### src/rtl/seg7_pkg.sv
`default_nettype none
// ============================================================================
// Module      : seg7_pkg
// Description : Shared 7-segment constants. Holds the segment bit positions,
//               the BCD decode table and the pattern shown for non-BCD input.
//               seg7_decode() is the single decode implementation; it is used
//               by seg7_decoder.
// Ports       : none (package)
// Revision    : 1.0 - initial release
// ============================================================================
package seg7_pkg;

  // Bit positions inside the 8-bit segment bus
  localparam int SEG_A  = 0;
  localparam int SEG_B  = 1;
  localparam int SEG_C  = 2;
  localparam int SEG_D  = 3;
  localparam int SEG_E  = 4;
  localparam int SEG_F  = 5;
  localparam int SEG_G  = 6;
  localparam int SEG_DP = 7;
  localparam int SEG_W  = 7;

  localparam logic [3:0] BCD_MAX = 4'd9;

  // Decode table, entry d holds segments g..a for digit d
  localparam logic [9:0][SEG_W-1:0] SEG_TABLE = {
    7'b1101111,   // 9
    7'b1111111,   // 8
    7'b0000111,   // 7
    7'b1111101,   // 6
    7'b1101101,   // 5
    7'b1100110,   // 4
    7'b1001111,   // 3
    7'b1011011,   // 2
    7'b0000110,   // 1
    7'b0111111    // 0
  };

  // "E" shown for any value outside 0..9
  localparam logic [SEG_W-1:0] SEG_ERR = 7'b1111001;

  function automatic logic [SEG_W-1:0] seg7_decode(input logic [3:0] digit);
    logic [SEG_W-1:0] seg;
    seg = SEG_ERR;
    // Constant-index compare keeps the table access in range for 10..15
    for (int i = 0; i < 10; i++) begin
      if (digit == 4'(i)) begin
        seg = SEG_TABLE[i];
      end
    end
    return seg;
  endfunction

endpackage
`default_nettype wire

### src/rtl/multi_segment_counter_if.sv
`default_nettype none
// ============================================================================
// Module      : multi_segment_counter_if
// Description : Control and display bus of the multiplexed BCD counter.
// Ports       : enable, clear            - controller -> counter
//               segment_out, digit_sel,
//               tick_out, overflow       - counter -> controller / display
//               master modport = controller side, slave modport = counter.
// Revision    : 1.0 - initial release
// ============================================================================
interface multi_segment_counter_if
  import seg7_pkg::*;
#(
  parameter int unsigned N_DIGITS = 4
);

  logic                enable;
  logic                clear;
  logic [SEG_W:0]      segment_out;
  logic [N_DIGITS-1:0] digit_sel;
  logic                tick_out;
  logic                overflow;

  modport master (
    output enable,
    output clear,
    input  segment_out,
    input  digit_sel,
    input  tick_out,
    input  overflow
  );

  modport slave (
    input  enable,
    input  clear,
    output segment_out,
    output digit_sel,
    output tick_out,
    output overflow
  );

endinterface
`default_nettype wire

### src/rtl/seg7_decoder.sv
`default_nettype none
// ============================================================================
// Module      : seg7_decoder
// Description : Combinational 4-bit to 7-segment decoder (segments g..a).
//               Non-BCD values show "E".
// Ports       : digit_i [3:0] - digit value
//               seg_o   [6:0] - active-high segments, bit0 = a
// Revision    : 1.0 - initial release
// ============================================================================
module seg7_decoder
  import seg7_pkg::*;
(
  input  logic [3:0]       digit_i,
  output logic [SEG_W-1:0] seg_o
);

  always_comb begin
    seg_o = seg7_decode(digit_i);
  end

endmodule
`default_nettype wire

### src/rtl/multi_segment_counter.sv
`default_nettype none
// ============================================================================
// Module      : multi_segment_counter
// Description : N_DIGITS BCD event counter with a tick prescaler and a
//               time-multiplexed 7-segment display driver. dp toggles per
//               tick and is shown on digit 0 only; leading zeros optionally
//               blanked; outputs optionally active-low.
// Ports       : CLOCK - clock, rising edge
//               RESET - synchronous active-high reset
//               bus   - slave modport: enable, clear in;
//                       segment_out, digit_sel, tick_out, overflow out
// Revision    : 1.0 - initial release
// ============================================================================
module multi_segment_counter
  import seg7_pkg::*;
#(
  parameter int unsigned N_DIGITS      = 4,
  parameter int unsigned TICK_DIV      = 32'h200000,
  parameter int unsigned SCAN_DIV      = 5000,
  parameter bit          ACTIVE_LOW    = 1'b0,
  parameter bit          BLANK_LEADING = 1'b1
) (
  input  logic                    CLOCK,
  input  logic                    RESET,
  multi_segment_counter_if.slave  bus
);

  localparam int PRESC_W = $clog2(TICK_DIV);
  localparam int SCAN_W  = (SCAN_DIV > 1) ? $clog2(SCAN_DIV) : 1;
  localparam int IDX_W   = (N_DIGITS > 1) ? $clog2(N_DIGITS) : 1;

  localparam logic [PRESC_W-1:0]  PRESC_LAST = PRESC_W'(TICK_DIV - 1);
  localparam logic [SCAN_W-1:0]   SCAN_LAST  = SCAN_W'(SCAN_DIV - 1);
  localparam logic [IDX_W-1:0]    IDX_LAST   = IDX_W'(N_DIGITS - 1);

  // Polarity is folded into the output registers, so reset values carry it too
  localparam logic [SEG_W:0]      SEG_INV = {(SEG_W+1){ACTIVE_LOW}};
  localparam logic [N_DIGITS-1:0] SEL_INV = {N_DIGITS{ACTIVE_LOW}};
  localparam logic [SEG_W:0]      SEG_RST = {1'b0, SEG_TABLE[0]} ^ SEG_INV;
  localparam logic [N_DIGITS-1:0] SEL_RST = N_DIGITS'(1) ^ SEL_INV;

  // State
  logic [PRESC_W-1:0]       presc_q, presc_d;
  logic [N_DIGITS-1:0][3:0] count_q, count_d;
  logic                     dp_q, dp_d;
  logic [SCAN_W-1:0]        scan_cnt_q, scan_cnt_d;
  logic [IDX_W-1:0]         scan_idx_q, scan_idx_d;
  logic                     tick_q, tick_d;
  logic                     ovf_q, ovf_d;
  logic [SEG_W:0]           seg_q, seg_d;
  logic [N_DIGITS-1:0]      sel_q, sel_d;

  // Combinational helpers
  logic [N_DIGITS-1:0][3:0] w_count_inc;
  logic                     w_all_nines;
  logic                     w_carry;
  logic                     w_term;
  logic                     w_tick;
  logic [3:0]               w_digit;
  logic [N_DIGITS-1:0]      w_sel;
  logic                     w_blank;
  logic                     w_zero_above;
  logic [SEG_W-1:0]         w_seg7;
  logic [SEG_W:0]           w_seg_plain;

  // BCD +1 with ripple carry; a carry out of the top digit means all-9s
  always_comb begin
    w_count_inc = count_q;
    w_carry     = 1'b1;
    for (int k = 0; k < N_DIGITS; k++) begin
      if (w_carry) begin
        if (count_q[k] == BCD_MAX) begin
          w_count_inc[k] = 4'd0;
        end else begin
          w_count_inc[k] = count_q[k] + 4'd1;
          w_carry        = 1'b0;
        end
      end
    end
    w_all_nines = w_carry;
  end

  // Prescaler terminal cycle; clear wins over a coincident tick
  assign w_term = bus.enable && (presc_q == PRESC_LAST);
  assign w_tick = w_term && !bus.clear;

  always_comb begin
    presc_d = presc_q;
    count_d = count_q;
    dp_d    = dp_q;
    if (bus.clear) begin
      presc_d = '0;
      count_d = '0;
    end else if (bus.enable) begin
      if (w_term) begin
        presc_d = '0;
        count_d = w_count_inc;
        dp_d    = ~dp_q;
      end else begin
        presc_d = presc_q + 1'b1;
      end
    end
    tick_d = w_tick;
    ovf_d  = w_tick && w_all_nines;
  end

  // Free-running scan timer, independent of enable and clear
  always_comb begin
    scan_cnt_d = scan_cnt_q + 1'b1;
    scan_idx_d = scan_idx_q;
    if (scan_cnt_q == SCAN_LAST) begin
      scan_cnt_d = '0;
      scan_idx_d = (scan_idx_q == IDX_LAST) ? '0 : scan_idx_q + 1'b1;
    end
  end

  // Digit mux plus leading-zero detection. Walking from the top digit down,
  // w_zero_above is true while this digit and every higher one are zero.
  always_comb begin
    w_digit      = '0;
    w_sel        = '0;
    w_blank      = 1'b0;
    w_zero_above = 1'b1;
    for (int k = N_DIGITS - 1; k >= 0; k--) begin
      w_zero_above = w_zero_above && (count_q[k] == 4'd0);
      if (scan_idx_q == IDX_W'(k)) begin
        w_digit  = count_q[k];
        w_sel[k] = 1'b1;
        w_blank  = BLANK_LEADING && (k != 0) && w_zero_above;
      end
    end
  end

  seg7_decoder u_seg7_decoder (
    .digit_i (w_digit),
    .seg_o   (w_seg7)
  );

  always_comb begin
    w_seg_plain                = '0;
    w_seg_plain[SEG_G:SEG_A]   = w_blank ? '0 : w_seg7;
    w_seg_plain[SEG_DP]        = dp_q && w_sel[0];
    seg_d                      = w_seg_plain ^ SEG_INV;
    sel_d                      = w_sel ^ SEL_INV;
  end

  always_ff @(posedge CLOCK) begin
    if (RESET) begin
      presc_q    <= '0;
      count_q    <= '0;
      dp_q       <= 1'b0;
      scan_cnt_q <= '0;
      scan_idx_q <= '0;
      tick_q     <= 1'b0;
      ovf_q      <= 1'b0;
      seg_q      <= SEG_RST;
      sel_q      <= SEL_RST;
    end else begin
      presc_q    <= presc_d;
      count_q    <= count_d;
      dp_q       <= dp_d;
      scan_cnt_q <= scan_cnt_d;
      scan_idx_q <= scan_idx_d;
      tick_q     <= tick_d;
      ovf_q      <= ovf_d;
      seg_q      <= seg_d;
      sel_q      <= sel_d;
    end
  end

  assign bus.segment_out = seg_q;
  assign bus.digit_sel   = sel_q;
  assign bus.tick_out    = tick_q;
  assign bus.overflow    = ovf_q;

endmodule
`default_nettype wire
### src/flat_wrapper.sv
// flat-port wrapper written by rule: the top's interface ports become plain ports
module multi_segment_counter_flat import seg7_pkg::*;
#(
  parameter int unsigned N_DIGITS      = 4,
  parameter int unsigned TICK_DIV      = 32'h200000,
  parameter int unsigned SCAN_DIV      = 5000,
  parameter bit          ACTIVE_LOW    = 1'b0,
  parameter bit          BLANK_LEADING = 1'b1
)
  (CLOCK, RESET, bus_enable, bus_clear, bus_segment_out, bus_digit_sel, bus_tick_out, bus_overflow);
  multi_segment_counter_if #(.N_DIGITS(N_DIGITS)) bus_i ();
  input  logic CLOCK;
  input  logic RESET;
  input wire logic [$bits(bus_i.enable)-1:0] bus_enable;
  input wire logic [$bits(bus_i.clear)-1:0] bus_clear;
  output wire logic [$bits(bus_i.segment_out)-1:0] bus_segment_out;
  output wire logic [$bits(bus_i.digit_sel)-1:0] bus_digit_sel;
  output wire logic [$bits(bus_i.tick_out)-1:0] bus_tick_out;
  output wire logic [$bits(bus_i.overflow)-1:0] bus_overflow;
  assign bus_i.enable = bus_enable;
  assign bus_i.clear = bus_clear;
  assign bus_segment_out = bus_i.segment_out;
  assign bus_digit_sel = bus_i.digit_sel;
  assign bus_tick_out = bus_i.tick_out;
  assign bus_overflow = bus_i.overflow;
  multi_segment_counter #(.N_DIGITS(N_DIGITS), .TICK_DIV(TICK_DIV), .SCAN_DIV(SCAN_DIV), .ACTIVE_LOW(ACTIVE_LOW), .BLANK_LEADING(BLANK_LEADING)) u_core (.CLOCK(CLOCK), .RESET(RESET), .bus(bus_i));
endmodule
### config.mk
export PLATFORM = sky130hd
export DESIGN_NAME = multi_segment_counter_flat
export DESIGN_NICKNAME = d
export VERILOG_FILES = /design/src/rtl/seg7_pkg.sv /design/src/rtl/multi_segment_counter_if.sv /design/src/rtl/seg7_decoder.sv /design/src/rtl/multi_segment_counter.sv /design/src/flat_wrapper.sv
export SDC_FILE = /design/constraint.sdc
export NUM_CORES = 1
export LEC_CHECK = 0
export ABC_AREA = 1
export BUFFER_PORTS_ARGS = -buffer_cell sky130_fd_sc_hd__buf_2
export CORE_AREA = 3 3 97 99
export CTS_CLUSTER_SIZE = 10
export DETAILED_ROUTE_END_ITERATION = 16
export DIE_AREA = 0 0 100 102
export GPL_TIMING_DRIVEN = 0
export PLACE_DENSITY = 0.63
export SYNTH_ARGS = -nofsm -noshare
export SYNTH_HDL_FRONTEND = slang
export SYNTH_SLANG_ARGS = --single-unit
### constraint.sdc
create_clock -name CLOCK -period 2.69 [get_ports CLOCK]
set_input_delay 0.4035 -clock CLOCK [delete_from_list [all_inputs] [get_ports CLOCK]]
set_output_delay 0.4035 -clock CLOCK [all_outputs]
set_load 0.03 [all_outputs]
==> key figures, run 1 <==
Yosys
  – Synthesis Warnings: 0
  – Post-synth EDFFs: 0
  – Register area share after synthesis: 0.395
  – Synth Flop Type: dfxtp_1
  – Top post-synthesis cells by area: dfxtp_1 40%, nand2_1 13%, nor2_1 7.7%, nand3_1 6.9%, inv_1 6.0%
  – Syn_nets: 504
  – Post-synth ARST share: 0
  – Syn Std Cell Area: 3390 sq um
  – Mapped Cells: 494
  – Syn avg cell area: slightly below 7 sq um
  – Yosys cell types: 36
  – Synth area leader: dfxtp_1
  – Register bit total from synthesis: between 60 and 70
  – Yosys top cell area share: 0.395

Final layout
  – Area delta synth->final: 12.1%
  – Ant. Diodes: 0
  – Share of post-route cells with drive strength above 1: 0.0989
  – FF+latch area: between 1000 and 1500 sq um
  – Fin cells: ~630
  – Fillers: 923
  – Multi-input combinational cell area: between 1500 and 2000 sq um
  – Nets: between 500 and 600

Setup path
  – RR Endpoint: u_core.bus.segment_out[4]
  – Worst-path fanout max: 7
  – CP Launch Type: flip-flop
  – Worst Setup End Kind: flip-flop
  – CP dominant cell by count: nand3_1
  – CP Data Arrival Time: around 2.1 ns
  – Worst r2r src: u_core.scan_idx_q[0]
  – Max incr delay on CP: between 0.3 and 0.4 ns
  – Req. time, crit path: around 2.9 ns
  – Critical path class: flip-flop to flip-flop
  – Crit-path cells: inv_1, ha_1, inv_1, nand3_1, nor3_1, nand3_1, nand3_1, nand2_1
  – CP max stage cell: dfxtp_1
  – Reg2Reg Depth: 8
  – Flop2flop setup slack: 0.79 ns

Global route
  – Overflow after GRT: 0
  – First-pass GRT wire length: 12.5 mm
  – Initial antenna violation count: 0
  – GR Layer Usage met1: 0.193
  – Met3 global-route usage: 0.0451
  – Total GRT Usage: 0.151
  – Gr busiest metal: met2
  – Largest net degree at the start of global routing: 12
  – Vias in the first global route: ~2800
  – Grt met2 use: 0.240

Floorplan
  – Die W: 100 um
  – IO Count: 18
  – Core footprint: between 8000 and 9000 sq um
  – Core Rows: 34
  – Starting density of the core: 0.393
  – Die area: 10200 sq um
  – Die Ht: between 100 and 150 um

CTS
  – Worst-Skew Late Latency: 0.34 ns
  – Post-CTS setup buffers: 0
  – Post-CTS sizing: 0
  – H-tree levels: 3
  – Sink Count: 67
  – CTS tree: yes
  – CTS Root Cell: clkbuf_8
  – Cts bufs inserted: 9
  – Clock Pin Slew Worst Setup and Hold Paths: 0.08 ns
  – CTS Buffer Depth: 2
  – Hold_buf cts: 0

STA
  – # setup viols final: 0
  – Slew @ Worst Pin: around 0.53 ns
  – Slew headroom: 0.645
  – Setup TNS Final: 0 ns
  – Minimum clock period after layout: roughly 1.9 ns
  – Max-slew violations: 0
  – Fin crit share: 0.706
  – RSZ-0062 raised after global routing: false
  – Worst Skew: 0.0135 ns
  – Fmax achieved: 526 MHz
  – Final Hold Vio Count: 0

Power
  – Sw Ratio: 0.222
  – Sw power: roughly 410 uW
  – Combinational group share of total power: 0.022
  – Clock Power Share: 0.441
  – Pint: 1450 uW
  – Seq pwr share: 0.536
  – Leakage: roughly 0.0014 uW
  – Peak supply drop: 0.231 mV
  – Pwr per Cell Area: 490 nW/um^2

Min path
  – Hold path cells: 2
  – Min-delay src: RESET
  – Hold EP: u_core.bus.digit_sel[1]
  – Worst min path class: primary input to flip-flop

Route
  – Vias per cell: 4.90
  – DR iter-0 viols: between 150 and 200
  – Router iterations before antenna repair: 4
  – Drc violations: 0
  – DR WL/cell: around 11 um
  – Final wirelength: approximately 7.3 mm
  – Post-DRT Antenna Nets: 0
  – Via Count: a little over 3000

Place
  – Final RePlAce weighted congestion: between 0.8 and 0.9
  – Hpwl dp: about 5.4 mm
  – Number of buffers added on ports: 17
  – Cells after DPL: roughly 620

Outcome
  – Status: finished, final reports clean

Job
  – Max Cap Viol: 0
==> power groups by stage <==
| stage | clock [uW] | combinational (uW) | sequential (uW) |
|---|---|---|---|
| global route | 892 | 47.7 | 1000 |
| detailed placement | 0 | 42.3 | 1020 |
| CTS | 848 | 42.3 | 1000 |
| floorplan | 0 | 27.3 | 1020 |
| finish | 823 | 41.7 | 1000 |
| global placement | 0 | 41.7 | 1020 |
==> layout by cell type (no fill, tap or decap), types with 2 or more instances in the layout <==
cell type,count
dfxtp_1,67
clkbuf_1,4
inv_1,54
nor3_1,19
nor2_1,70
clkbuf_8,10
nand2_2,2
buf_2,18
nor2_2,2
o21ai_0,15
clkinv_2,3
ha_1,6
a21oi_1,40
nand2_1,114
nor2_4,2
xnor2_1,2
nor3_2,2
xor2_1,14
nand4_1,10
nor3b_1,4
inv_2,3
nand3_1,47
==> flip-flops by register name, indices dropped and copies added, names as in the netlist <==
register and count:
u_core.bus.digit_sel 4, u_core.bus.overflow 1, u_core.bus.segment_out 8, u_core.bus.tick_out 1, u_core.count_q 16, u_core.dp_q 1, u_core.presc_q 21, u_core.scan_cnt_q 13
u_core.scan_idx_q 2
==> synthesized netlist by cell type, types with 4 or more instances <==
cell type	instances
nand2_1	114
nor3b_1	4
clkbuf_1	4
a21oi_1	40
nor3_1	19
ha_1	6
dfxtp_1	67
nand4_1	10
xor2_1	14
nand3_1	47
inv_1	54
o21ai_0	15
nor2_1	70
==> critical path: cells and delay by family (launching register included) <==
kind          cells  cell delay [ns]
flops             1             0.38
buf+inv           2             0.29
simple gates      5             0.81
fa+ha+maj         1             0.30
==> final cells by class <==
type	instances	area share
Inverter	59	0.0595
Clock buffer	10	0.0362
Sequential cell	67	0.353
Tap cell	108	0.0355
Multi-Input combinational cell	360	0.466
Buffer	8	0.0138
Clock inverter	5	0.0141
Timing Repair Buffer	17	0.0224
==> kinds of logic after synthesis <==
family	synth area share
AO/OA/AOI/OAI	0.0911
XOR/XNOR	0.0413
adder cells (fa/ha/maj)	0.0221
buffers and inverters	0.0823
flip-flops	0.395
AND/OR/NAND/NOR	0.368
==> per-stage QoR <==
step | instance area, sq um | setup WS [ns] | hold slack (ns) | util | power (uW)
final | 3800 | 0.790 | 0.317 | 0.440 | 1870
after global routing | 3800 | 0.515 | 0.313 | 0.440 | 1940
after CTS | 3800 | 0.805 | 0.310 | 0.440 | 1890
after detailed placement | 3610 | 0.824 | 0.458 | 0.418 | 1070
after global placement | 3610 | 0.833 | 0.440 | 0.418 | 1060
after floorplan | 3390 | 1.05 | 0.430 | - | 1050
==> how the worst max path moves through the flow <==
| stage | slack (ns) | endpoint | from | depth (start not counted) |
|---|---|---|---|---|
| finish | 0.79 | u_core.bus.segment_out[4] | u_core.scan_idx_q[0] | 8 |
| global route | 0.51 | u_core.bus.segment_out[3] | u_core.scan_idx_q[0] | 12 |
| CTS | 0.81 | u_core.bus.segment_out[4] | u_core.scan_idx_q[0] | 8 |
| detailed placement | 0.82 | u_core.bus.segment_out[5] | u_core.scan_idx_q[0] | 8 |
| global placement | 0.83 | u_core.bus.segment_out[3] | u_core.scan_idx_q[0] | 8 |
| floorplan | 1.05 | u_core.bus.segment_out[3] | u_core.scan_idx_q[0] | 12 |
==> layer usage <==
layer,part of all wire,vias up
met5,0,-
met2,0.46,39
met1,0.49,1400
met4,0.016,0
li1,-,1655
met3,0.032,10
Power figures use the tool's default switching activity.
==> inputs of run 2 (changes only) <==
--- a/config.mk
+++ b/config.mk
@@ -5,14 +5,14 @@
 export SDC_FILE = /design/constraint.sdc
 export NUM_CORES = 1
 export LEC_CHECK = 0
-export ABC_AREA = 1
+export ABC_AREA = 0
 export BUFFER_PORTS_ARGS = -buffer_cell sky130_fd_sc_hd__buf_2
-export CORE_AREA = 3 3 97 99
+export CORE_AREA = 3 3 94 96
 export CTS_CLUSTER_SIZE = 10
 export DETAILED_ROUTE_END_ITERATION = 16
-export DIE_AREA = 0 0 100 102
+export DIE_AREA = 0 0 97 99
 export GPL_TIMING_DRIVEN = 0
-export PLACE_DENSITY = 0.63
+export PLACE_DENSITY = 0.64
 export SYNTH_ARGS = -nofsm -noshare
 export SYNTH_HDL_FRONTEND = slang
 export SYNTH_SLANG_ARGS = --single-unit
==> constraint.sdc (replaced) <==
create_clock -name CLOCK -period 1.83 [get_ports CLOCK]
set_input_delay 0.2745 -clock CLOCK [delete_from_list [all_inputs] [get_ports CLOCK]]
set_output_delay 0.2745 -clock CLOCK [all_outputs]
set_load 0.03 [all_outputs]
==> run 2 against run 1 <==
  * The run now ends with negative setup slack left
  * Sequential power increased by 46%
  * Register-to-register slack lost 1.0 ns
  * Critical path depth increased by 1
  * Sequential share of layout area fell by 5.0 points
  * Clock skew decreased by 0.0018 ns
  * Die area decreased by 5.9%
  * Cell area grew 20%
  * Sequential cell count unchanged
  * Critical endpoint is now u_core.presc_q[16]
  * Largest cell class unchanged
==> key figures, run 2 <==
Global route
  – Vias in the first global route: 2796 (-1.9%)
  – Total GRT Usage: 0.160 (+0.00906)
  – Initial antenna violation count: 0 (unchanged)
  – Overflow after GRT: 0 (unchanged)
  – First-pass GRT wire length: 12.7 mm (+1.7%)
  – Largest net degree at the start of global routing: 13 (+1)

Power
  – Clock Power Share: 0.441 (about the same)
  – Pwr per Cell Area: 607 nW/um^2 (+24%)
  – Peak supply drop: 0.331 mV (+43%)
  – Pint: 2120 uW (+46%)
  – Leakage: 0.00164 uW (+21%)
  – Combinational group share of total power: 0.029 (+0.007)
  – Sw power: 639 uW (+55%)
  – Seq pwr share: 0.530 (-0.006)
  – Sw Ratio: 0.231 (+0.00977)

STA
  – Fmax achieved: 483 MHz (-8.3%)
  – Slew headroom: 0.610 (-0.0357)
  – Setup ws final: -0.242 ns (-1.03 ns)
  – Final Hold Vio Count: 0 (unchanged)
  – Worst Skew: 0.0117 ns (-0.00182 ns)
  – Slew @ Worst Pin: 0.586 ns (+0.0535 ns)
  – RSZ-0062 raised after global routing: true
  – Max-slew violations: 0 (unchanged)
  – Fin crit share: 1.13 (+0.426)
  – Minimum clock period after layout: 2.07 ns (+0.172 ns)
  – Final hold slack: 0.212 ns (-0.105 ns)
  – # setup viols final: 37 (+37)

Route
  – DR WL/cell: 14.1 um (+23%)
  – Post-DRT Antenna Nets: 0 (unchanged)
  – Final wirelength: 7.86 mm (+7.9%)
  – Drc violations: 0 (unchanged)
  – Vias per cell: 5.35 (+9.4%)
  – DR iter-0 viols: 112 (-36%)
  – Via Count: 2982 (-3.9%)
  – Router iterations before antenna repair: 4 (unchanged)

Min path
  – Min-delay src: bus_enable
  – Worst min path class: primary input to flip-flop
  – Hold EP: u_core.presc_q[1]
  – Hold path cells: 3 (+1)

Yosys
  – Synth Flop Type: dfxtp_1
  – Register bit total from synthesis: 67 (unchanged)
  – Syn avg cell area: 8.40 sq um (+22%)
  – Syn_nets: 395 (-22%)
  – List of most frequent post-synthesis cells: 67 x dfxtp_1, 52 x nor2_1, 30 x nand2_1
  – Count leader, synth: dfxtp_1
  – Yosys cell types: 48 (+33%)
  – Synthesis Warnings: 0 (unchanged)
  – Post-synth EDFFs: 0 (unchanged)
  – Top post-synthesis cells by area: dfxtp_1 41%, xnor2_1 6.2%, nor2_1 6.0%, nand2_1 3.5%, xor2_1 3.2%
  – Synth area leader: dfxtp_1
  – Post-synth ARST share: 0 (unchanged)
  – Mapped Cells: 385 (-22%)
  – Syn Std Cell Area: 3230 sq um (-4.6%)
  – Yosys top cell area share: 0.415 (+0.0193)
  – Register area share after synthesis: 0.415 (+0.0193)

Setup path
  – CP top delay family: simple AND/OR/NAND/NOR gates
  – Critical path class: flip-flop to flip-flop
  – Max incr delay on CP: 0.57 ns (+0.19 ns)
  – RR Endpoint: u_core.presc_q[16]
  – Worst-path fanout max: 5 (-2)
  – Crit-path cells: ha_4, nand4_1, or4_4, or2_4, buf_6, buf_6, nand2_8, buf_8, nor2_1
  – Flop2flop setup slack: -0.24 ns (-1.03 ns)
  – WP buf/inv: 3 (+1)
  – CP Data Arrival Time: 2.30 ns (+0.18 ns)
  – CP Launch Type: flip-flop
  – Req. time, crit path: 2.06 ns (-0.85 ns)
  – Worst Setup End Kind: flip-flop
  – CP max stage cell: or4_4
  – CP dominant cell by count: buf_6
  – Worst r2r src: u_core.presc_q[0]
  – Reg2Reg Depth: 9 (+1)

Final layout
  – Biggest register: u_core.presc_q
  – FF+latch area: 1380 sq um (+2.7%)
  – Most common cell after layout, fill and taps aside: dfxtp_1
  – Regs by FF count: u_core.presc_q x21, u_core.count_q x16, u_core.scan_cnt_q x13
  – Nets: 457 (-14%)
  – Share of post-route cells with drive strength above 1: 0.376 (+0.277)
  – Max reg flops: 21 (unchanged)
  – Fillers: 702 (-24%)
  – Most frequent cells in the layout: 48 x dfxtp_1, 38 x nor2_1, 30 x buf_4
  – Area delta synth->final: 40.6%
  – Multi-input combinational cell area: 2260 sq um (+28%)
  – Ant. Diodes: 0 (unchanged)

Floorplan
  – Die area: 9600 sq um (-5.9%)
  – Core footprint: 8130 sq um (-5.8%)
  – Starting density of the core: 0.398 (+0.00485)
  – IO Count: 18 (unchanged)
  – Die Ht: 99 um (-2.9%)
  – Core Rows: 33 (-2.9%)
  – Die W: 97 um (-3.0%)

CTS
  – CTS Root Cell: clkbuf_8
  – Sink Count: 67 (unchanged)
  – Hold_buf cts: 0 (unchanged)
  – CTS tree: yes
  – H-tree levels: 3 (unchanged)
  – Worst-Skew Late Latency: 0.34 ns (about the same)
  – CTS Buffer Depth: 2 (unchanged)
  – Cts bufs inserted: 9 (unchanged)
  – Clock Pin Slew Worst Setup and Hold Paths: 0.08 ns (about the same)

Place
  – Number of buffers added on ports: 16 (-1)
  – Pre-CTS setup slack: -0.432 ns (-1.26 ns)
  – Hpwl dp: 4.73 mm (-12%)
  – Final RePlAce weighted congestion: 0.799 (-6.1%)

Job
  – Max Cap Viol: 0 (unchanged)

Outcome
  – Status: complete, but fails checks
  – Failing checks: negative setup slack
## run 2: worst min-delay path: stages
cell     delay (ns)
buf_4          0.14
nand3_2        0.06
a21oi_2        0.04
## run 2: cell families (layout without fill, tap and decap cells)
group                    count (synthesis)  count (layout)  synth area share
adder cells (fa/ha/maj)                  6               6            0.0232
flip-flops                              67              67             0.415
XOR/XNOR                                35              35            0.0948
buffers and inverters                   32              99            0.0410
multiplexers                             4               4            0.0124
AND/OR/NAND/NOR                        191             191             0.315
AO/OA/AOI/OAI                           50              50            0.0994
## run 2: worst max path at each step
stage | start | endpoint | slack [ns] | cells past startpoint
finish | u_core.presc_q[0] | u_core.presc_q[16] | -0.24 | 9
floorplan | u_core.presc_q[1] | u_core.count_q[5] | -0.21 | 7
detailed placement | u_core.presc_q[0] | u_core.presc_q[13] | -0.43 | 8
global placement | u_core.presc_q[0] | u_core.presc_q[12] | -0.40 | 8
CTS | u_core.presc_q[0] | u_core.count_q[5] | -0.24 | 6
global route | u_core.presc_q[0] | u_core.count_q[5] | -0.30 | 6
## run 2: stage by stage
stage / total power, uW / instances / setup TNS (ns) / utilization / cell area (sq um)
CTS: 2770 / 546 / -4.06 / 0.518 / 4210
floorplan: 1540 / 385 / -1.98 / - / 3350
finish: 2760 / 557 / -5.76 / 0.559 / 4550
global route: 2870 / 557 / -8.51 / 0.559 / 4550
global placement: 1560 / 506 / -8.72 / 0.438 / 3570
detailed placement: 1560 / 506 / -9.82 / 0.438 / 3570
## run 2: layout make-up
cell class / count / share of cell area
buffer: 12 / 0.0231
clock buffer: 10 / 0.0281
clock inverter: 6 / 0.0146
inverter: 16 / 0.0138
multi-input combinational: 286 / 0.498
sequential: 67 / 0.303
tap: 105 / 0.0289
timing repair buffer: 55 / 0.0911
## run 2: timing repair
action / in CTS / in global routing
buffers inserted: 27 / 14
endpoints found under the setup margin: 42 / 55
gates resized for setup: 63 / 67
pin swaps: 26 / 40
cloned: 1 / 0
## run 2: per-layer routing
layer  routed length, um  GRT usage
met3                 200     0.0382
met4                 143     0.0594
met5                   0          0
met2                3970      0.282
met1                3550      0.187
## run 2: power by group through the flow
| stage | Clock [uW] | Sequential, uW | Combinational [uW] |
|---|---|---|---|
| after CTS | 1240 | 1460 | 66.9 |
| final | 1220 | 1460 | 81.1 |
| after detailed placement | 0 | 1500 | 54.7 |
| after global placement | 0 | 1500 | 53.8 |
| after floorplan | 0 | 1500 | 38.6 |
| after global routing | 1320 | 1460 | 89.5 |
